File: src/rtl/sid_audio_pkg.sv
`default_nettype none
// ============================================================================
//  Module   : sid_audio_pkg
//  Purpose  : Shared widths, rounding constant, saturation limits and the
//             final saturate helper for the SID audio decimator.
//  Ports    : (package, no ports)
//  Revision : 1.0  initial release
// ============================================================================
package sid_audio_pkg;

  localparam int c_IN_W      = 18;  // SID filter sample width
  localparam int c_OUT_W     = 16;  // decimated output word width
  localparam int c_RND_SHIFT = 2;   // final scale-down after rounding

  typedef logic signed [c_OUT_W-1:0] out_word_t;

  // Round-half-up constant for the final >>> c_RND_SHIFT.
  localparam logic signed [c_IN_W:0] c_RND     = 19'sd2;
  localparam out_word_t              c_SAT_MAX = 16'sh7FFF;
  localparam out_word_t              c_SAT_MIN = 16'sh8000;

  // Clamp a 19-bit signed value to 16 bits. It fits when the bits above
  // the 16-bit sign bit are all copies of it.
  function automatic out_word_t sat_out(input logic signed [c_IN_W:0] v);
    if ((&v[c_IN_W:c_OUT_W-1]) || !(|v[c_IN_W:c_OUT_W-1]))
      return v[c_OUT_W-1:0];
    else if (v[c_IN_W])
      return c_SAT_MIN;
    else
      return c_SAT_MAX;
  endfunction

endpackage
`default_nettype wire

File: src/rtl/sid_sample_fifo.sv
`default_nettype none
// ============================================================================
//  Module   : sid_sample_fifo
//  Purpose  : Small synchronous FIFO with first-word-fall-through head.
//  Ports    : clk, reset_n     - clock, async active-low reset
//             push, push_data  - write request/data (ignored when full
//                                unless a pop happens on the same edge)
//             pop              - remove head (ignored when empty)
//             head_data        - current head word, 0 when empty
//             full, empty      - occupancy flags
//  Revision : 1.0  initial release
// ============================================================================
module sid_sample_fifo #(
  parameter int DEPTH = 4,
  parameter int WIDTH = 16
) (
  input  logic             clk,
  input  logic             reset_n,
  input  logic             push,
  input  logic [WIDTH-1:0] push_data,
  input  logic             pop,
  output logic [WIDTH-1:0] head_data,
  output logic             full,
  output logic             empty
);

  localparam int c_AW = $clog2(DEPTH);

  // One extra pointer bit tells full (MSBs differ) from empty (equal).
  logic [c_AW:0]      r_wr_ptr;
  logic [c_AW:0]      r_rd_ptr;
  logic [WIDTH-1:0]   r_mem [DEPTH];
  logic               w_pop;
  logic               w_push;

  assign empty  = (r_wr_ptr == r_rd_ptr);
  assign full   = (r_wr_ptr[c_AW] != r_rd_ptr[c_AW]) &&
                  (r_wr_ptr[c_AW-1:0] == r_rd_ptr[c_AW-1:0]);
  assign w_pop  = pop && !empty;
  // A simultaneous pop frees the slot, so a push on a full FIFO is kept.
  assign w_push = push && (!full || w_pop);

  assign head_data = empty ? '0 : r_mem[r_rd_ptr[c_AW-1:0]];

  always_ff @(posedge clk or negedge reset_n) begin
    if (!reset_n) begin
      r_wr_ptr <= '0;
      r_rd_ptr <= '0;
    end else begin
      if (w_push) r_wr_ptr <= r_wr_ptr + 1'b1;
      if (w_pop)  r_rd_ptr <= r_rd_ptr + 1'b1;
    end
  end

  always_ff @(posedge clk) begin
    if (w_push) r_mem[r_wr_ptr[c_AW-1:0]] <= push_data;
  end

endmodule
`default_nettype wire

File: src/rtl/sid_audio_decim.sv
`default_nettype none
// ============================================================================
//  Module   : sid_audio_decim
//  Purpose  : Box-car decimator for SID filter audio. Sums 2^LOG2_DECIM
//             strobed samples, averages, rounds to 16 bits with saturation
//             and queues the words in an output FIFO.
//  Ports    : clk, reset_n         - clock, async active-low reset
//             en                   - decimator enable
//             ce_sample, audio     - sample strobe and 18-bit signed sample
//             clr_ovf              - clear sticky overflow
//             out_data, out_valid,
//             out_ready            - output word handshake
//             ovf                  - sticky: a finished word was dropped
//  Revision : 1.0  initial release
// ============================================================================
module sid_audio_decim
  import sid_audio_pkg::*;
#(
  parameter int LOG2_DECIM = 4,
  parameter int FIFO_DEPTH = 4
) (
  input  logic                      clk,
  input  logic                      reset_n,
  input  logic                      en,
  input  logic                      ce_sample,
  input  logic signed [c_IN_W-1:0]  audio,
  input  logic                      clr_ovf,
  output logic signed [c_OUT_W-1:0] out_data,
  output logic                      out_valid,
  input  logic                      out_ready,
  output logic                      ovf
);

  localparam int c_ACC_W = c_IN_W + LOG2_DECIM;

  logic signed [c_ACC_W-1:0] r_acc;
  logic signed [c_ACC_W-1:0] r_sum;
  logic [LOG2_DECIM-1:0]     r_cnt;
  logic                      r_pend;
  logic                      r_ovf;

  logic signed [c_ACC_W-1:0] w_audio_ext;
  logic signed [c_ACC_W-1:0] w_acc_next;
  logic                      w_last;
  logic signed [c_ACC_W-1:0] w_mean_full;
  logic signed [c_IN_W:0]    w_mean;
  logic signed [c_IN_W:0]    w_rnd;
  logic signed [c_IN_W:0]    w_q;
  out_word_t                 w_word;
  logic                      w_full;
  logic                      w_empty;
  logic                      w_pop;
  logic                      w_drop;

  assign w_audio_ext = {{LOG2_DECIM{audio[c_IN_W-1]}}, audio};
  assign w_acc_next  = r_acc + w_audio_ext;
  assign w_last      = (r_cnt == {LOG2_DECIM{1'b1}});

  // Window accumulation. The closing sample goes straight into r_sum so
  // the next window can start on the very next strobe.
  always_ff @(posedge clk or negedge reset_n) begin
    if (!reset_n) begin
      r_acc  <= '0;
      r_cnt  <= '0;
      r_sum  <= '0;
      r_pend <= 1'b0;
    end else begin
      r_pend <= 1'b0;
      if (!en) begin
        r_acc <= '0;
        r_cnt <= '0;
      end else if (ce_sample) begin
        if (w_last) begin
          r_sum  <= w_acc_next;
          r_pend <= 1'b1;
          r_acc  <= '0;
          r_cnt  <= '0;
        end else begin
          r_acc <= w_acc_next;
          r_cnt <= r_cnt + 1'b1;
        end
      end
    end
  end

  // Mean of the window fits in c_IN_W bits; one extra bit absorbs the
  // rounding add before the final shift and saturation.
  assign w_mean_full = r_sum >>> LOG2_DECIM;
  assign w_mean      = w_mean_full[c_IN_W:0];
  assign w_rnd       = w_mean + c_RND;
  assign w_q         = w_rnd >>> c_RND_SHIFT;
  assign w_word      = sat_out(w_q);

  assign out_valid = !w_empty;
  assign w_pop     = out_valid && out_ready;
  assign w_drop    = r_pend && w_full && !w_pop;

  sid_sample_fifo #(
    .DEPTH (FIFO_DEPTH),
    .WIDTH (c_OUT_W)
  ) u_fifo (
    .clk       (clk),
    .reset_n   (reset_n),
    .push      (r_pend),
    .push_data (w_word),
    .pop       (w_pop),
    .head_data (out_data),
    .full      (w_full),
    .empty     (w_empty)
  );

  // A drop on the same edge as a clear wins, so no lost word goes unseen.
  always_ff @(posedge clk or negedge reset_n) begin
    if (!reset_n)     r_ovf <= 1'b0;
    else if (w_drop)  r_ovf <= 1'b1;
    else if (clr_ovf) r_ovf <= 1'b0;
  end

  assign ovf = r_ovf;

endmodule
`default_nettype wire

File: config.mk
export PLATFORM = sky130hd
export DESIGN_NAME = sid_audio_decim
export DESIGN_NICKNAME = d
export VERILOG_FILES = /design/src/rtl/sid_audio_pkg.sv /design/src/rtl/sid_sample_fifo.sv /design/src/rtl/sid_audio_decim.sv
export SDC_FILE = /design/constraint.sdc
export NUM_CORES = 1
export LEC_CHECK = 0
export CORE_ASPECT_RATIO = 0.7
export CORE_UTILIZATION = 55
export CTS_CLUSTER_DIAMETER = 120
export DETAILED_ROUTE_END_ITERATION = 10
export GPL_ROUTABILITY_DRIVEN = 0
export PLACE_DENSITY_LB_ADDON = 0.3
export SLEW_MARGIN = 10
export SYNTH_ARGS = -nofsm -noshare
export SYNTH_HDL_FRONTEND = slang
export SYNTH_SLANG_ARGS = --single-unit
export TNS_END_PERCENT = 50
File: constraint.sdc
create_clock -name clk -period 3.81 [get_ports clk]
set_input_delay 1.143 -clock clk [delete_from_list [all_inputs] [get_ports clk]]
set_output_delay 1.143 -clock clk [all_outputs]
set_load 0.03 [all_outputs]
-- Yosys cells after proc, flatten, opt, wreduce, memory -nomap -nowiden
Memory sizes are Yosys's and may differ from the RTL's.
Cells that the tools add are included.
Widths: inputs -> output; s select.
- add/subtract/negate cells: 5
- equal/unequal tests: 5
- mux-type cells: 16
- reductions and logical operators: 16
- operator list (kind ; number):
    $mux 22 ; 3
    $mux 16 ; 3
    $add 22x18->22 ; 1
    $add 18x3->19 const B ; 1
    $mux 4 ; 3
    $mux 1 ; 7
    $add 3x1->3 const B ; 2
    $logic_and 1x1->1 ; 6
    $add 4x1->4 const B ; 1
    $eq 4x4->1 const B ; 1
    $logic_not 1->1 ; 4
    $eq 3x3->1 ; 1
    $reduce_and 3->1 ; 1
    $eq 2x2->1 ; 1
    $logic_or 1x1->1 ; 2
    $ne 2x1->1 const B ; 1
    $reduce_and 2->1 ; 1
    $reduce_bool 2->1 ; 1
    $reduce_or 2->1 ; 1
    $ne 1x1->1 ; 1
- register bits after elaboration: 56
- bits in writable memories: 64
- bits of input ports: 24
- output and inout bits: 18
- word-level logic and storage cells: 50
- memories kept: 1
- memories (name ; depth ; bits a word ; read ports ; clocked after Yosys merged registers in ; write ports ; RTL line ; RTL):
    u_fifo.r_mem ; 4 ; 16 ; 1 ; 0 ; 1 ; sid_sample_fifo.sv:32 ; logic [WIDTH-1:0] r_mem [DEPTH];

-- Logic depth before layout (Yosys ltp)
- depth after elaboration: 8
- gate-level depth with buffers: 9
- mapped depth without buffers: 9

-- Cells and area by module
A second synthesis with hierarchy kept.
- cell total of the unflattened synthesis: 483
- area, all modules: 6139.6 µm²
- modules (own cells, without submodules) (module ; times used ; cells an instance ; area an instance (µm²) ; seq. area each (µm²)):
    sid_audio_decim ; 1 ; 347 ; 3228.1 ; 1126.1
    sid_sample_fifo ; 1 ; 136 ; 2911.5 ; 2072.0

-- Worst setup path after synthesis
No wires, ideal clock.
- path type: input -> register
- start: in audio[0]
- end: reg r_acc[10]
- library setup time: 0.121 ns
- data arrival time: 2.977 ns
- data required time: 3.689 ns
- slack: 0.712 ns
- stages: 8
- buffers on the path: 0
- cell sequence: ha_1 -> fa_1 -> a211oi_2 -> o211ai_1 -> a221o_1 -> a21oi_1 -> xnor2_1 -> a22o_1
- cells in the longest elaborated chain, start to end: 4
- ends and longest elaborated chain (element ; RTL line ; RTL):
    start, declared ; sid_audio_decim.sv:26 ; input logic signed [c_IN_W-1:0] audio,
    $add 22x18->22 ; sid_audio_decim.sv:56 ; assign w_acc_next = r_acc + w_audio_ext;
    $mux 22 ; sid_audio_decim.sv:73 ; if (w_last) begin
    $mux 22 ; sid_audio_decim.sv:72 ; end else if (ce_sample) begin
    $mux 22 ; sid_audio_decim.sv:69 ; if (!en) begin
    end signal, assigned ; sid_audio_decim.sv:79 ; r_acc <= w_acc_next;
    end, declared ; sid_audio_decim.sv:36 ; logic signed [c_ACC_W-1:0] r_acc;
No other way between the ends. The select of a mux whose other input is x is not followed.
A chain may end at the register's enable or synchronous reset.

-- Worst setup path after layout
- start: reg u_fifo.r_rd_ptr[0]
- end: out out_data[15]
- cells in the longest elaborated chain, start to end: 2
- elaborated cells between the ends (all ways): 3
- those cells by class: eq/ne: 1; mux: 1; memory: 1
- ends and longest elaborated chain (element ; RTL line ; RTL):
    start, declared ; sid_sample_fifo.sv:31 ; logic [c_AW:0] r_rd_ptr;
    start signal, assigned ; sid_sample_fifo.sv:51 ; if (w_pop) r_rd_ptr <= r_rd_ptr + 1'b1;
    $mem_v2 4x16 / $eq 3x3->1 (equally long branches) ; - ;
    $mux 16 (*) ; sid_sample_fifo.sv:43 ; assign head_data = empty ? '0 : r_mem[r_rd_ptr[c_AW-1:0]];
    end, declared ; sid_audio_decim.sv:28 ; output logic signed [c_OUT_W-1:0] out_data,
Every way passes the cells marked *; elsewhere a longest branch is shown, timed or not.

==> flow_metrics.py <==
metrics = {
    "status": {
        "status": "complete, no violations",
    },
    "cts": {
        "cts_tree": "built",
        "path_clk_slew_ns": 0.05,
        "ctsHoldBuffers": 0,
        "insertion_delay_ns": 0.40,
        "cts_resized": 0,
        "htreeDepth": 4,
        "cts_sinks": 115,
        "cts_setup_buffers": 0,
        "cts_root_buf": "clkbuf_16",
        "clock_path_buffers": 2,
        "cts_buffers": 17,
    },
    "yosys": {
        "syn_inst": 494,
        "ys_types": 56,
        "synth_edf_count": 64,
        "synthesis.nets": 547,
        "yosysSeqAreaShare": 0.530,
        "synthArstFlopShare": 0.443,
        "ys_seq_elements": 115,
        "synth_top_area_cell": "edfxtp_1",
        "synth_area_leaders": "edfxtp_1 (32%), dfrtp_1 (21%), mux4_2 (6.0%), ha_1 (5.8%), xnor2_1 (3.6%)",
        "syn_area_um2": 6040,
        "syn_avg_cell_area_um2": 12.2,
        "synthFlopType": "edfxtp_1",
        "yosys_warnings": 0,
        "synth_top_area_frac": 0.318,
    },
    "finish": {
        "fin_cells": 703,
        "fin_nets": 595,
        "area_growth_pct": 18.4,
        "final_cell_area_um2": 7140,
        "antenna_cells": 0,
        "drive_gt1_frac": 0.162,
    },
    "timing": {
        "fin_tns_setup_ns": 0,
        "hold_viol": 0,
        "rsz0062_at_grt": "false",
        "tightest_slew_ns": 0.818,
        "hold_slack_ns": 0.490,
        "slew_violations": 0,
        "final.min_clock_period_ns": 3.60,
        "slew_headroom": 0.453,
        "fin_crit_sh": 0.945,
        "clock.fmax_ghz": 0.278,
        "setup_viol_count_final": 0,
        "fin_skew_ns": 0.00944,
    },
    "worst_setup_path": {
        "reg2reg_depth": 6,
        "cp-start-kind": "flop",
        "r2r_setup_slack_ns": 0.98,
        "crit_fanout": 16,
        "crit_arrival_ns": 2.46,
        "r2r_end": "u_fifo.r_mem[2][5]",
        "end_kind": "primary output",
        "worstSetupPathType": "flop to primary output",
        "required_ns": 2.67,
        "r2r_start": "r_sum[7]",
    },
    "drt": {
        "drt-vias-per-instance": 5.95,
        "wl_met1_um": 6020,
        "dr.max_layer_used": "met4",
        "wl_met3_um": 742,
        "met2_length_um": 5710,
        "wl_per_cell_um": 17.9,
        "dr.pass1.iters": 6,
        "route.vias.total": 4186,
        "drtIter0Drc": 329,
        "ant_nets": 0,
        "finalWirelength_um": 12600,
        "drc_errors": 0,
    },
    "grt": {
        "gr-total-overflow": 0,
        "grt_pass1_vias": 3968,
        "antenna_found_initial": 0,
        "grt_start_max_net_pins": 30,
        "grt.total_usage": 0.241,
        "grt_pass1_wl_um": 20300,
    },
    "floorplan": {
        "die_area_um2": 11400,
        "io_pins": 42,
        "start_util": 0.574,
        "dieWidth_um": 127,
        "num_rows": 31,
        "coreArea_um2": 10500,
        "die_h_um": 89.6,
    },
    "min_path": {
        "holdCritPathClass": "flop to flop",
        "hold_end": "u_fifo.r_wr_ptr[2]",
        "min_from": "u_fifo.r_wr_ptr[2]",
        "hold_depth": 1,
    },
    "power": {
        "peakVddDrop_v": 0.000336,
        "cellPowerDensity_nw_per_um2": 606,
        "power.leakage_nw": 2.77,
    },
    "placement": {
        "dpl.cell_count": 671,
        "portBuffers": 41,
        "post-dp-hpwl_um": 8680,
        "dpl_cell_area_um2": 6600,
    },
    "run": {
        "maxCapViolCount": 0,
    },
}
==> state kept, by name, indices dropped and copies added (netlist names) <==
signal           cells
u_fifo.r_mem        64
r_acc               22
r_pend               1
r_cnt                4
u_fifo.r_rd_ptr      3
ovf                  1
u_fifo.r_wr_ptr      3
r_sum               17
==> layout by cell type, fill, tap and decap left out, types with 6 or more instances in the layout <==
master           count
dfrtp_1             51
nor2b_1             20
clkbuf_16           17
nand4_1              6
clkdlybuf4s50_1     40
edfxtp_1            64
xor2_1              14
clkinv_2             6
nand3_1             15
a22o_1              19
mux2_2              17
inv_1               13
o21ai_0             32
mux4_2              16
xnor2_1             25
buf_4               10
a21oi_1             20
nand2_1             37
ha_1                28
nor2_1              27
==> routing by layer <==
metal  GRT usage  up-vias
li1            -     1940
met1       0.340     2087
met2       0.370      145
met3      0.0575       14
met4      0.0920        0
met5           0        -
==> cell families (layout without fill, tap and decap cells) <==
logic type / count (synthesis) / in the layout / share of synthesized area
compound gates: 110 / 110 / 0.123
xor+xnor: 39 / 39 / 0.0566
fa+ha+maj: 29 / 29 / 0.0614
buf+inv: 37 / 98 / 0.0284
flops: 115 / 115 / 0.530
mux: 35 / 35 / 0.0956
simple gates: 129 / 129 / 0.106
==> cell type report <==
class                           instances  area, um^2
Fill cell                             738        3370
Clock inverter                         14         115
Multi-Input combinational cell        342        2670
Clock buffer                           18         429
Sequential cell                       115        3200
Timing Repair Buffer                   52         492
Inverter                               14        52.6
Tap cell                              148         185
==> synthesized netlist by cell type (all sizes together), types with 11 or more instances <==
cell	n
a21oi	20
dfrtp	51
buf	11
nor2	27
mux2	18
a22o	19
nor2b	20
inv	14
xnor2	25
mux4	16
clkbuf	12
xor2	14
edfxtp	64
ha	28
nand2	38
nand3	15
o21ai	34
==> power by group <==
group	total [mW]	internal, mW	switching, mW
Combinational	1.48	0.669	0.807
Clock	1.45	0.889	0.557
Sequential	1.41	1.36	0.0459
Total	4.33	2.92	1.41
==> through the flow <==
stage | util | setup slack, ns | power [mW]
after floorplan | - | 0.712 | 2.44
after global placement | 0.628 | 0.118 | 2.87
after detailed placement | 0.628 | 0.0415 | 2.90
after CTS | 0.679 | 0.0872 | 4.36
after global routing | 0.680 | 0.00885 | 4.54
final | 0.680 | 0.208 | 4.33
==> critical path: stages, from the launching register on <==
cell             delay (ns)
dfrtp_1                0.45
buf_6                  0.28
mux4_2                 0.56
nor2b_1                0.15
clkdlybuf4s50_1        0.61
==> how the worst max path moves through the flow <==
stage | startpoint | to | slack (ns)
after floorplan | audio[0] | r_acc[10] | 0.71
after global placement | audio[0] | r_sum[20] | 0.12
after detailed placement | audio[0] | r_sum[20] | 0.04
after CTS | u_fifo.r_rd_ptr[0] | out_data[15] | 0.09
after global routing | u_fifo.r_rd_ptr[0] | out_valid | 0.009
final | u_fifo.r_rd_ptr[0] | out_data[15] | 0.21
Note: power is estimated with default switching activity, not from simulation.
